**src/rtl/shared_addsub_pkg.sv**
```systemverilog
// Shared add/sub scheduler: common types,
// op encodings and width helpers.
package shared_addsub_pkg;

  localparam logic OP_ADD = 1'b0;
  localparam logic OP_SUB = 1'b1;

  // ID width for n requesters, never below 1 bit
  function automatic int idw_of(int n);
    return (n > 2) ? $clog2(n) : 1;
  endfunction

endpackage

```
**src/rtl/shared_addsub_sched_if.sv**
```systemverilog
// Request/response bundle between ALU clients
// and the shared add/sub scheduler.
interface shared_addsub_sched_if
  import shared_addsub_pkg::*;
#(
  parameter int WIDTH = 8,
  parameter int NREQ  = 4,
  parameter int IDW   = idw_of(NREQ)
);

  logic [NREQ-1:0]       req_valid;
  logic [NREQ-1:0]       req_ready;
  logic [NREQ-1:0]       req_op;
  logic [NREQ*WIDTH-1:0] req_a;
  logic [NREQ*WIDTH-1:0] req_b;
  logic                  rsp_valid;
  logic                  rsp_ready;
  logic [IDW-1:0]        rsp_id;
  logic [WIDTH-1:0]      rsp_data;
  logic                  rsp_cout;

  modport master (
    output req_valid, req_op, req_a, req_b,
    output rsp_ready,
    input  req_ready,
    input  rsp_valid, rsp_id, rsp_data, rsp_cout
  );

  modport slave (
    input  req_valid, req_op, req_a, req_b,
    input  rsp_ready,
    output req_ready,
    output rsp_valid, rsp_id, rsp_data, rsp_cout
  );

endinterface

```
**src/rtl/shared_addsub_core.sv**
```systemverilog
// Combinational add/sub unit; subtract is
// a + ~b + 1 with carry-out meaning no borrow.
module shared_addsub_core
  import shared_addsub_pkg::*;
#(
  parameter int WIDTH = 8
) (
  input  logic [WIDTH-1:0] a,
  input  logic [WIDTH-1:0] b,
  input  logic             op,
  output logic [WIDTH-1:0] sum,
  output logic             cout
);

  logic             cin;
  logic [WIDTH-1:0] b_eff;

  assign cin   = (op == OP_SUB);
  assign b_eff = cin ? ~b : b;

  assign {cout, sum} = {1'b0, a}
                     + {1'b0, b_eff}
                     + {{WIDTH{1'b0}}, cin};

endmodule

```
**src/rtl/shared_addsub_sched.sv**
```systemverilog
// Round-robin arbiter sharing one add/sub unit
// among NREQ clients with a one-deep response reg.
module shared_addsub_sched
  import shared_addsub_pkg::*;
#(
  parameter int WIDTH = 8,
  parameter int NREQ  = 4
) (
  input  logic                 CLK,
  input  logic                 RESET,
  shared_addsub_sched_if.slave bus
);

  localparam int IDW = idw_of(NREQ);

  logic [IDW-1:0]   ptr;
  logic [IDW-1:0]   gnt_id;
  logic             gnt_hit;
  logic [IDW:0]     cand;
  logic             slot_free;
  logic             fire;
  logic [NREQ-1:0]  grant;

  logic [WIDTH-1:0] op_a;
  logic [WIDTH-1:0] op_b;
  logic             op_sel;
  logic [WIDTH-1:0] sum;
  logic             cout;

  logic             rsp_valid_q;
  logic [IDW-1:0]   rsp_id_q;
  logic [WIDTH-1:0] rsp_data_q;
  logic             rsp_cout_q;

  assign slot_free = !rsp_valid_q || bus.rsp_ready;

  // Scan downward so the candidate nearest ptr wins
  always_comb begin
    gnt_hit = 1'b0;
    gnt_id  = '0;
    cand    = '0;
    for (int k = NREQ - 1; k >= 0; k--) begin
      cand = {1'b0, ptr} + (IDW+1)'(k);
      if (cand >= (IDW+1)'(NREQ))
        cand = cand - (IDW+1)'(NREQ);
      if (bus.req_valid[cand[IDW-1:0]]) begin
        gnt_hit = 1'b1;
        gnt_id  = cand[IDW-1:0];
      end
    end
  end

  assign fire = gnt_hit && slot_free && !RESET;

  // One-hot ready on the winner, only when it fires
  always_comb begin
    grant = '0;
    if (fire)
      grant[gnt_id] = 1'b1;
  end

  assign bus.req_ready = grant;

  assign op_a   = bus.req_a[gnt_id*WIDTH +: WIDTH];
  assign op_b   = bus.req_b[gnt_id*WIDTH +: WIDTH];
  assign op_sel = bus.req_op[gnt_id];

  shared_addsub_core #(
    .WIDTH (WIDTH)
  ) u_core (
    .a    (op_a),
    .b    (op_b),
    .op   (op_sel),
    .sum  (sum),
    .cout (cout)
  );

  // Capture the granted result, else drain on ready
  always_ff @(posedge CLK) begin
    if (RESET) begin
      rsp_valid_q <= 1'b0;
      rsp_id_q    <= '0;
      rsp_data_q  <= '0;
      rsp_cout_q  <= 1'b0;
      ptr         <= '0;
    end else if (fire) begin
      rsp_valid_q <= 1'b1;
      rsp_id_q    <= gnt_id;
      rsp_data_q  <= sum;
      rsp_cout_q  <= cout;
      ptr <= (gnt_id == IDW'(NREQ - 1))
           ? '0 : gnt_id + 1'b1;
    end else if (bus.rsp_ready) begin
      rsp_valid_q <= 1'b0;
    end
  end

  assign bus.rsp_valid = rsp_valid_q;
  assign bus.rsp_id    = rsp_id_q;
  assign bus.rsp_data  = rsp_data_q;
  assign bus.rsp_cout  = rsp_cout_q;

endmodule

```
**src/flat_wrapper.sv**
```systemverilog
// flat-port wrapper written by rule: the top's interface ports become plain ports
module shared_addsub_sched_flat import shared_addsub_pkg::*;
#(
  parameter int WIDTH = 8,
  parameter int NREQ  = 4
)
  (CLK, RESET, bus_req_valid, bus_req_op, bus_req_a, bus_req_b, bus_rsp_ready, bus_req_ready, bus_rsp_valid, bus_rsp_id, bus_rsp_data, bus_rsp_cout);
  shared_addsub_sched_if #(.WIDTH(WIDTH), .NREQ(NREQ), .IDW(2)) bus_i ();
  input  logic CLK;
  input  logic RESET;
  input wire logic [$bits(bus_i.req_valid)-1:0] bus_req_valid;
  input wire logic [$bits(bus_i.req_op)-1:0] bus_req_op;
  input wire logic [$bits(bus_i.req_a)-1:0] bus_req_a;
  input wire logic [$bits(bus_i.req_b)-1:0] bus_req_b;
  input wire logic [$bits(bus_i.rsp_ready)-1:0] bus_rsp_ready;
  output wire logic [$bits(bus_i.req_ready)-1:0] bus_req_ready;
  output wire logic [$bits(bus_i.rsp_valid)-1:0] bus_rsp_valid;
  output wire logic [$bits(bus_i.rsp_id)-1:0] bus_rsp_id;
  output wire logic [$bits(bus_i.rsp_data)-1:0] bus_rsp_data;
  output wire logic [$bits(bus_i.rsp_cout)-1:0] bus_rsp_cout;
  assign bus_i.req_valid = bus_req_valid;
  assign bus_i.req_op = bus_req_op;
  assign bus_i.req_a = bus_req_a;
  assign bus_i.req_b = bus_req_b;
  assign bus_i.rsp_ready = bus_rsp_ready;
  assign bus_req_ready = bus_i.req_ready;
  assign bus_rsp_valid = bus_i.rsp_valid;
  assign bus_rsp_id = bus_i.rsp_id;
  assign bus_rsp_data = bus_i.rsp_data;
  assign bus_rsp_cout = bus_i.rsp_cout;
  shared_addsub_sched #(.WIDTH(WIDTH), .NREQ(NREQ)) u_core (.CLK(CLK), .RESET(RESET), .bus(bus_i));
endmodule
```
**config.mk**
```make
export PLATFORM = sky130hd
export DESIGN_NAME = shared_addsub_sched_flat
export DESIGN_NICKNAME = d
export VERILOG_FILES = /design/src/rtl/shared_addsub_pkg.sv /design/src/rtl/shared_addsub_sched_if.sv /design/src/rtl/shared_addsub_core.sv /design/src/rtl/shared_addsub_sched.sv /design/src/flat_wrapper.sv
export SDC_FILE = /design/constraint.sdc
export NUM_CORES = 1
export LEC_CHECK = 0
export BUFFER_PORTS_ARGS = -buffer_cell sky130_fd_sc_hd__buf_2
export CAP_MARGIN = 10
export CORE_MARGIN = 5
export CORE_UTILIZATION = 40
export CTS_BUF_LIST = sky130_fd_sc_hd__clkbuf_4
export CTS_CLUSTER_DIAMETER = 60
export DETAILED_ROUTE_END_ITERATION = 6
export HOLD_SLACK_MARGIN = 0.05
export PLACE_DENSITY = 0.73
export SLEW_MARGIN = 20
export SYNTH_ARGS = -nofsm -noshare
export SYNTH_HDL_FRONTEND = slang
export SYNTH_HIERARCHICAL = 1
export SYNTH_SLANG_ARGS = --single-unit
```
**constraint.sdc**
```tcl
create_clock -name CLK -period 6.6 [get_ports CLK]
set_input_delay 0 -clock CLK [delete_from_list [all_inputs] [get_ports CLK]]
set_output_delay 0 -clock CLK [all_outputs]
set_load 0.03 [all_outputs]
```
==> flow_summary.json, run 1 <==
{
  "initial_core_util_pct": 42.1,
  "clkTransAtPathRegs_ns": 0.09,
  "firstDrtPassIters": 4,
  "numCtsBuffers": 3,
  "drt.antenna.violating_nets": 0,
  "core_area_um2": 3740,
  "tightest_slew_ns": 1.04,
  "hold-worst-slack_ns": 0.189,
  "criticalPathCategory": "flop to flop",
  "endpoint_kind": "flop",
  "drc": 0,
  "clk_path_buf_depth": 2,
  "synthArstFlopShare_pct": 0,
  "start_kind": "flop",
  "finalNonFillerCells": 316,
  "cp_slowest_cell": "o32a_2",
  "fin_crit_ns": 3.98,
  "finalWirelength_um": 3900,
  "port_buffers": 90,
  "initialDrtViolationCount": 72,
  "dieWidth_um": 72.8,
  "num_antenna_cells": 0,
  "postCtsSetupBuffers": 0,
  "via_count": 1544,
  "rows": 22,
  "skew_ns": 0.00199,
  "ys_warn_count": 6,
  "path_cells": "nand2_1, and3_1, o32a_2, mux2i_1, mux2i_1, xor2_1, ha_1, nor2b_1, o31a_1, o31a_1, o22a_1, nand2_1, o21ai_0",
  "slew_viol_final": 0,
  "drv_cap": 0,
  "cts_tree": "done",
  "finalCritPeriodShare_pct": 60.3,
  "max_freq_mhz": 251,
  "crit_required_ns": 6.74,
  "fin_area_um2": 2070,
  "arrival_ns": 4.13,
  "synth_fp_nets": 268,
  "max-slew-margin-rel_pct": 30.9,
  "outcome": "completed",
  "grt.overflow.total": 0,
  "crit_fanout": 39,
  "synth-main-ff-cell": "dfxtp_1",
  "worst_skew_pair.late_latency_ns": 0.28,
  "hold_violations": 0,
  "dp.cells": 310,
  "leakage_nw": 1.07,
  "ys_types": 37,
  "grt_max_degree": 40,
  "grt_pass1_vias": 1528,
  "hold_class": "input pin to flop",
  "placed_cell_area_um2": 2020,
  "layout.nets": 353,
  "layout-drive-gt1-share_pct": 37.7,
  "rsz0062_at_grt": "no",
  "synth-edff-count": 0,
  "power_mw": 0.763,
  "ir_drop_mv": 0.164,
  "syn-mean-instance-area_um2": 8.57,
  "ys_ff_latch": 14,
  "fillCellCount": 378,
  "clock_sinks": 14,
  "dp_hpwl_um": 3330,
  "wl_per_cell_um": 12.3,
  "pre_cts_slack_ns": 2.58,
  "fin_util_pct": 55.4,
  "cp_slowest_stage_delay_ns": 0.84,
  "synthCells": 184,
  "finalSetupTns_ns": 0,
  "synth_area_um2": 1580,
  "track_usage_pct": 14.8,
  "vias_per_cell": 4.89,
  "areaGrowthSynthToFinish_pct": 31.5,
  "antenna_found_initial": 0,
  "multi_input_area_um2": 1210,
  "setup_ws_ns": 2.62,
  "yosysSeqAreaShare_pct": 17.8,
  "place_congestion": 0.845,
  "cts_max_level": 1,
  "power_density_nw_per_um2": 368,
  "clockRootBuffer": "clkbuf_4",
  "timing.final.setup_violations": 0,
  "grt_pass1_wl_um": 6480,
  "io_pins": 91,
  "dieHeight_um": 72.8,
  "regArea_um2": 280,
  "dieArea_um2": 5300
}
[metal layers]
layer	vias to the layer above	GRT usage [%]	wire [um]
met2	66	25.2	1830
met4	0	4.92	0
met5	-	0	0
li1	817	-	-
met1	661	19.3	1730
met3	0	1.79	334
[state kept, by name, indices dropped and copies added (netlist names)]
register / count
u_core/bus.rsp_data: 8
u_core/bus.rsp_id: 2
u_core/ptr: 2
u_core/bus.rsp_cout: 1
u_core/bus.rsp_valid: 1
[layout make-up]
| type | instances | area share [%] |
|---|---|---|
| clock buffer | 3 | 1.09 |
| clock inverter | 1 | 0.181 |
| inverter | 6 | 1.09 |
| multi-input combinational | 152 | 58.5 |
| sequential | 14 | 13.5 |
| tap | 48 | 2.90 |
| timing repair buffer | 92 | 22.7 |
[power breakdown]
part	internal, mW	switching, mW	leakage [nW]
logic	0.260	0.326	0.934
clock network	0.0219	0.0284	0.0154
registers	0.114	0.0130	0.117
total	0.395	0.368	1.07
[Yosys cell counts (3+ instances only)]
cell / count / area share [%]
mux2i_1: 51 / 32
nand2_1: 16 / 3.8
dfxtp_1: 14 / 18
o21ai_0: 14 / 4.4
nand2b_1: 10 / 4.0
xor2_1: 9 / 5.0
ha_1: 8 / 6.3
nor2_1: 7 / 1.7
inv_1: 6 / 1.4
nor2b_1: 6 / 2.4
clkbuf_1: 5 / 1.2
buf_2: 4 / 1.3
a21oi_1: 3 / 0.95
buf_6: 3 / 2.1
xnor2_1: 3 / 1.7
[repair_timing]
item / 4_1_cts / 5_1_grt
endpoints found under the hold margin: 1 / 0
hold buffers: 2 / 0
resized for setup: 0 / 0
[kinds of logic (layout without fill, tap and decap cells)]
logic type	Yosys count	after routing	synth area share, %
xor gates and xnor gates	12	12	6.67
buffers and inverters	18	102	6.03
DFF	14	14	17.8
and+or+nand+nor	50	50	16.4
muxes	52	52	33.3
adders and majority gates	9	9	7.62
AOI/OAI and AO/OA	29	29	12.3
[critical path, delay by kind of cell (launching register included)]
kind	cells	cell delay, ns
XOR/XNOR	1	0.16
multiplexers	2	0.92
AO/OA/AOI/OAI	5	1.62
flip-flops	1	0.35
adder cells (fa/ha/maj)	1	0.37
AND/OR/NAND/NOR	4	0.43
[path summary, 6_finish.rpt]
check	cells after the start	from	endpoint	slack, ns
min reg2reg	2	u_core/bus.rsp_id[0]	u_core/bus.rsp_id[0]	0.44
max	13	u_core/ptr[1]	u_core/bus.rsp_cout	2.62
max reg2reg	13	u_core/ptr[1]	u_core/bus.rsp_cout	2.62
min	3	RESET	u_core/bus.rsp_data[4]	0.19
[layout by cell type, fill, tap and decap left out, drive strengths merged, types with 2 or more instances in the layout]
| cell type | synthesis | layout |
|---|---|---|
| buf | 7 | 90 |
| mux2i | 52 | 52 |
| nand2 | 16 | 16 |
| o21ai | 15 | 15 |
| dfxtp | 14 | 14 |
| nand2b | 10 | 10 |
| xor2 | 9 | 9 |
| ha | 8 | 8 |
| nor2 | 7 | 7 |
| inv | 6 | 6 |
| nor2b | 6 | 6 |
| clkbuf | 5 | 3 |
| a21oi | 3 | 3 |
| xnor2 | 3 | 3 |
| dlygate4sd3 | 0 | 2 |
| o31a | 2 | 2 |
| or2 | 2 | 2 |
| nor3 | 2 | 2 |
Power figures use the tool's default switching activity.
==> run 2, diff against run 1 <==
PLACE_DENSITY = 0.76   (was 0.73)
clock period = 3.4 ns   (was 6.6 ns; I/O delays follow)
==> run 2 against run 1 <==
  * Final cell count rose by 0.63%
  * Global-route usage is 1.1 points higher
  * Critical path depth grew 1
  * Clock skew grew 0.0027 ns
  * Total power is 97% higher
  * Register-to-register slack worse by 2.4 ns
  * Utilization increased by 0.43 points
  * Sequential share of layout area fell by 0.11 points
  * Largest power group unchanged
==> flow_summary.json, run 2 (synthesis results as in run 1) <==
{
  "fin_crit_ns": 3.20,
  "timing.final.setup_violations": 0,
  "pre_cts_slack_ns": 0.200,
  "setup_ws_ns": 0.199,
  "hold_class": "input pin to flop",
  "dieArea_um2": 5300,
  "clkTransAtPathRegs_ns": 0.08,
  "leakage_nw": 1.08,
  "rows": 22,
  "outcome": "completed",
  "finalWirelength_um": 4170,
  "dp_hpwl_um": 3480,
  "hold_violations": 0,
  "drt.antenna.violating_nets": 0,
  "max-slew-margin-rel_pct": 64.8,
  "drv_cap": 0,
  "firstDrtPassIters": 4,
  "grt_max_degree": 26,
  "skew_ns": 0.00469,
  "crit_required_ns": 3.57,
  "dieWidth_um": 72.8,
  "layout.nets": 355,
  "postCtsSetupBuffers": 0,
  "clockRootBuffer": "clkbuf_4",
  "dieHeight_um": 72.8,
  "numCtsBuffers": 3,
  "vias_per_cell": 4.91,
  "tightest_slew_ns": 0.524,
  "routedLengthMet1_um": 1710,
  "grt_pass1_vias": 1570,
  "cts_max_level": 1,
  "track_usage_pct": 16.0,
  "slew_viol_final": 0,
  "fillCellCount": 383,
  "arrival_ns": 3.37,
  "finalNonFillerCells": 318,
  "finalSetupTns_ns": 0,
  "cts_hold_buffers": 0,
  "io_pins": 91,
  "cts_tree": "done",
  "initialDrtViolationCount": 70,
  "max_freq_mhz": 312,
  "layout-drive-gt1-share_pct": 38.9,
  "power_density_nw_per_um2": 718,
  "route.met3.wl_um": 273,
  "clk_path_buf_depth": 2,
  "worst-r2r-cell-count": 14,
  "holdPathStages": 2,
  "criticalPathCategory": "flop to flop",
  "wl_met2_um": 2180,
  "wl_per_cell_um": 13.1,
  "areaGrowthSynthToFinish_pct": 32.5,
  "ctsResizeCount": 0,
  "endpoint_kind": "flop",
  "ir_drop_mv": 0.484,
  "start_kind": "flop",
  "clock_sinks": 14,
  "place_congestion": 0.774,
  "routed.top_layer": "met3",
  "antenna_found_initial": 0,
  "initial_core_util_pct": 42.1,
  "core_area_um2": 3740,
  "largest_reg_flops": 8,
  "final_common_cell": "buf_2",
  "dp.cells": 314,
  "port_buffers": 90,
  "crit_fanout": 16,
  "rsz0062_at_grt": "no",
  "drc": 0,
  "num_antenna_cells": 0,
  "worst_skew_pair.late_latency_ns": 0.28,
  "grt.overflow.total": 0,
  "final_cell_mix": "buf_2 (90), mux2i_1 (51), nand2_1 (16)",
  "finalCritPeriodShare_pct": 94.1,
  "grt_pass1_wl_um": 6870,
  "via_count": 1562
}
## run 2: cell count changes in the layout (fill, tap and decap cells not counted)
cell / change
nor3_4: -1
dlygate4sd3_1: -2
buf_12: +1
nor3_2: +1
buf_4: +3
## run 2: report_power, final
part           total [mW]  internal, mW  leakage (nW)  switching [mW]
Clock              0.0943        0.0425        0.0154          0.0518
Sequential          0.248         0.221         0.117          0.0270
Combinational        1.16         0.520         0.948           0.639
## run 2: stage by stage
stage,area [um^2],hold WS [ns],total power [mW],utilization [%]
after global routing,2090,0.0730,1.66,55.8
after detailed placement,2060,0.336,1.41,55.1
after floorplan,1580,0.174,1.17,-
final,2090,0.0453,1.50,55.8
after global placement,2060,0.330,1.40,55.1
after CTS,2090,0.0507,1.51,55.8
## run 2: cell type report
cell class | instances | area [um^2] | share of cell area, %
Multi-Input combinational cell | 152 | 1210 | 57.8
Clock buffer | 3 | 22.5 | 1.08
Sequential cell | 14 | 280 | 13.4
Timing Repair Buffer | 94 | 493 | 23.6
Inverter | 6 | 22.5 | 1.08
Clock inverter | 1 | 3.75 | 0.180
Tap cell | 48 | 60.1 | 2.87
## run 2: metal layers
| layer | global-route usage (%) | up-vias |
|---|---|---|
| met5 | 0 | - |
| met4 | 0.615 | 0 |
| met3 | 4.27 | 0 |
| met2 | 29.9 | 43 |
| met1 | 19.0 | 700 |
| li1 | - | 819 |
## run 2: path summary, 6_finish.rpt
| check | from | slack (ns) | endpoint |
|---|---|---|---|
| hold / removal | RESET | 0.05 | u_core/bus.rsp_valid |
| setup / recovery | u_core/ptr[1] | 0.20 | u_core/bus.rsp_cout |
| hold reg to reg | u_core/bus.rsp_id[0] | 0.45 | u_core/bus.rsp_id[0] |
| setup reg to reg | u_core/ptr[1] | 0.20 | u_core/bus.rsp_cout |
## run 2: critical path, stage by stage, from the launching register on
cell and delay (ns):
dfxtp_1 0.39, nand2_1 0.06, and3_1 0.17, o32a_2 0.51, mux2i_1 0.17, mux2i_1 0.15, buf_4 0.21, xor2_1 0.16
ha_1 0.29, nor2b_1 0.16, o31a_1 0.26, o31a_1 0.26, o22a_1 0.18, nand2_1 0.05, o21ai_0 0.06
==> run 3, diff against run 2 <==
PLACE_DENSITY = 0.73   (was 0.76)
REMOVE_ABC_BUFFERS = 1   (was unset)
clock period = 3.55 ns   (was 3.4 ns; I/O delays follow)
==> run 3 against run 2 <==
  * Global-route usage fell by 1.5 points
  * Routed wire length fell by 8.2%
  * Clock skew fell by 0.00089 ns
  * Die area did not move
  * Maximum frequency rose by 0.95%
==> flow_summary.json, run 3 (synthesis results as in run 1) <==
{
  "numCtsBuffers": 3,
  "dieWidth_um": 72.8,
  "power_density_nw_per_um2": 676,
  "clkTransAtPathRegs_ns": 0.09,
  "outcome": "completed",
  "layout.nets": 358,
  "slew_viol_final": 0,
  "clockRootBuffer": "clkbuf_4",
  "cts_tree": "done",
  "largest_reg_flops": 8,
  "fin_area_um2": 2110,
  "dieArea_um2": 5300,
  "tightest_slew_ns": 0.767,
  "crit_fanout": 12,
  "core_area_um2": 3740,
  "final_common_cell": "buf_2",
  "rows": 22,
  "port_buffers": 90,
  "vias_per_cell": 4.82,
  "power_mw": 1.43,
  "leakage_nw": 1.09,
  "dp_hpwl_um": 3250,
  "hold_class": "input pin to flop",
  "cts_max_level": 1,
  "firstDrtPassIters": 4,
  "cts_hold_buffers": 2,
  "drv_cap": 0,
  "grt.overflow.total": 0,
  "initialDrtViolationCount": 58,
  "track_usage_pct": 14.4,
  "skew_ns": 0.00381,
  "rsz0062_at_grt": "no",
  "num_antenna_cells": 0,
  "clk_path_buf_depth": 2,
  "wl_per_cell_um": 11.9,
  "place_congestion": 0.790,
  "grt_pass1_wl_um": 6440,
  "placed_cell_area_um2": 2060,
  "drt.antenna.violating_nets": 0,
  "crit_required_ns": 3.69,
  "hold_violations": 0,
  "ir_drop_mv": 0.303,
  "areaGrowthSynthToFinish_pct": 33.9,
  "dieHeight_um": 72.8,
  "via_count": 1546,
  "postCtsSetupBuffers": 0,
  "finalSetupTns_ns": 0,
  "hold-worst-slack_ns": 0.200,
  "endpoint_kind": "flop",
  "layout-drive-gt1-share_pct": 38.8,
  "ctsResizeCount": 0,
  "io_pins": 91,
  "timing.final.setup_violations": 0,
  "fin_crit_ns": 3.17,
  "worst_skew_pair.late_latency_ns": 0.28,
  "final_cell_mix": "buf_2 (90), mux2i_1 (51), nand2_1 (16)",
  "initial_core_util_pct": 42.1,
  "max_freq_mhz": 315,
  "finalCritPeriodShare_pct": 89.3,
  "drc": 0,
  "start_kind": "flop",
  "grt_max_degree": 26,
  "finalWirelength_um": 3830,
  "clock_sinks": 14,
  "max-slew-margin-rel_pct": 48.7,
  "antenna_found_initial": 0,
  "grt_pass1_vias": 1591,
  "arrival_ns": 3.31,
  "criticalPathCategory": "flop to flop"
}
==> run 3: cell type report <==
type,count,area (um^2)
inverter,6,22.5
sequential,14,280
clock buffer,3,22.5
timing repair buffer,97,508
fill,379,1630
multi-input combinational,152,1210
tap,48,60.1
clock inverter,1,3.75
==> run 3: metrics by stage <==
| stage | setup WS [ns] | utilization (%) | cells |
|---|---|---|---|
| detailed placement | 0.365 | 55.0 | 315 |
| floorplan | -0.732 | - | 172 |
| global placement | 0.458 | 55.0 | 315 |
| CTS | 0.341 | 56.2 | 321 |
| finish | 0.379 | 56.4 | 321 |
| global route | 0.121 | 56.4 | 321 |
==> run 3: critical path, stage by stage, from the launching register on <==
cell	delay [ns]
dfxtp_1	0.39
nand2_1	0.06
and3_1	0.17
o32a_2	0.43
buf_4	0.24
mux2i_1	0.16
mux2i_1	0.13
mux2i_2	0.26
fa_1	0.27
nor2b_1	0.07
o31a_1	0.26
o31a_1	0.27
o22a_1	0.19
nand2_1	0.05
o21ai_0	0.07
==> run 3: worst paths after layout <==
kind	start	cells after the start	endpoint	slack (ns)
worst max-delay path	u_core/ptr[1]	14	u_core/bus.rsp_cout	0.38
worst min-delay path	RESET	3	u_core/bus.rsp_id[1]	0.20
worst max register to register	u_core/ptr[1]	14	u_core/bus.rsp_cout	0.38
worst min register to register	u_core/bus.rsp_id[0]	2	u_core/bus.rsp_id[0]	0.46
==> run 3: layer usage <==
layer | up-vias | GRT usage [%] | part of all wire, %
met3 | 0 | 2.75 | 8.1
li1 | 832 | - | -
met4 | 0 | 2.25 | 0
met5 | - | 0 | 0
met2 | 55 | 26.2 | 49
met1 | 659 | 17.8 | 43
==> run 3: where the power goes <==
group          switching (mW)  leakage, nW  total, mW  internal [mW]
clock                  0.0514       0.0154     0.0921         0.0407
sequential             0.0273        0.117      0.239          0.212
combinational           0.599        0.959       1.10          0.497
total                   0.677         1.09       1.43          0.749
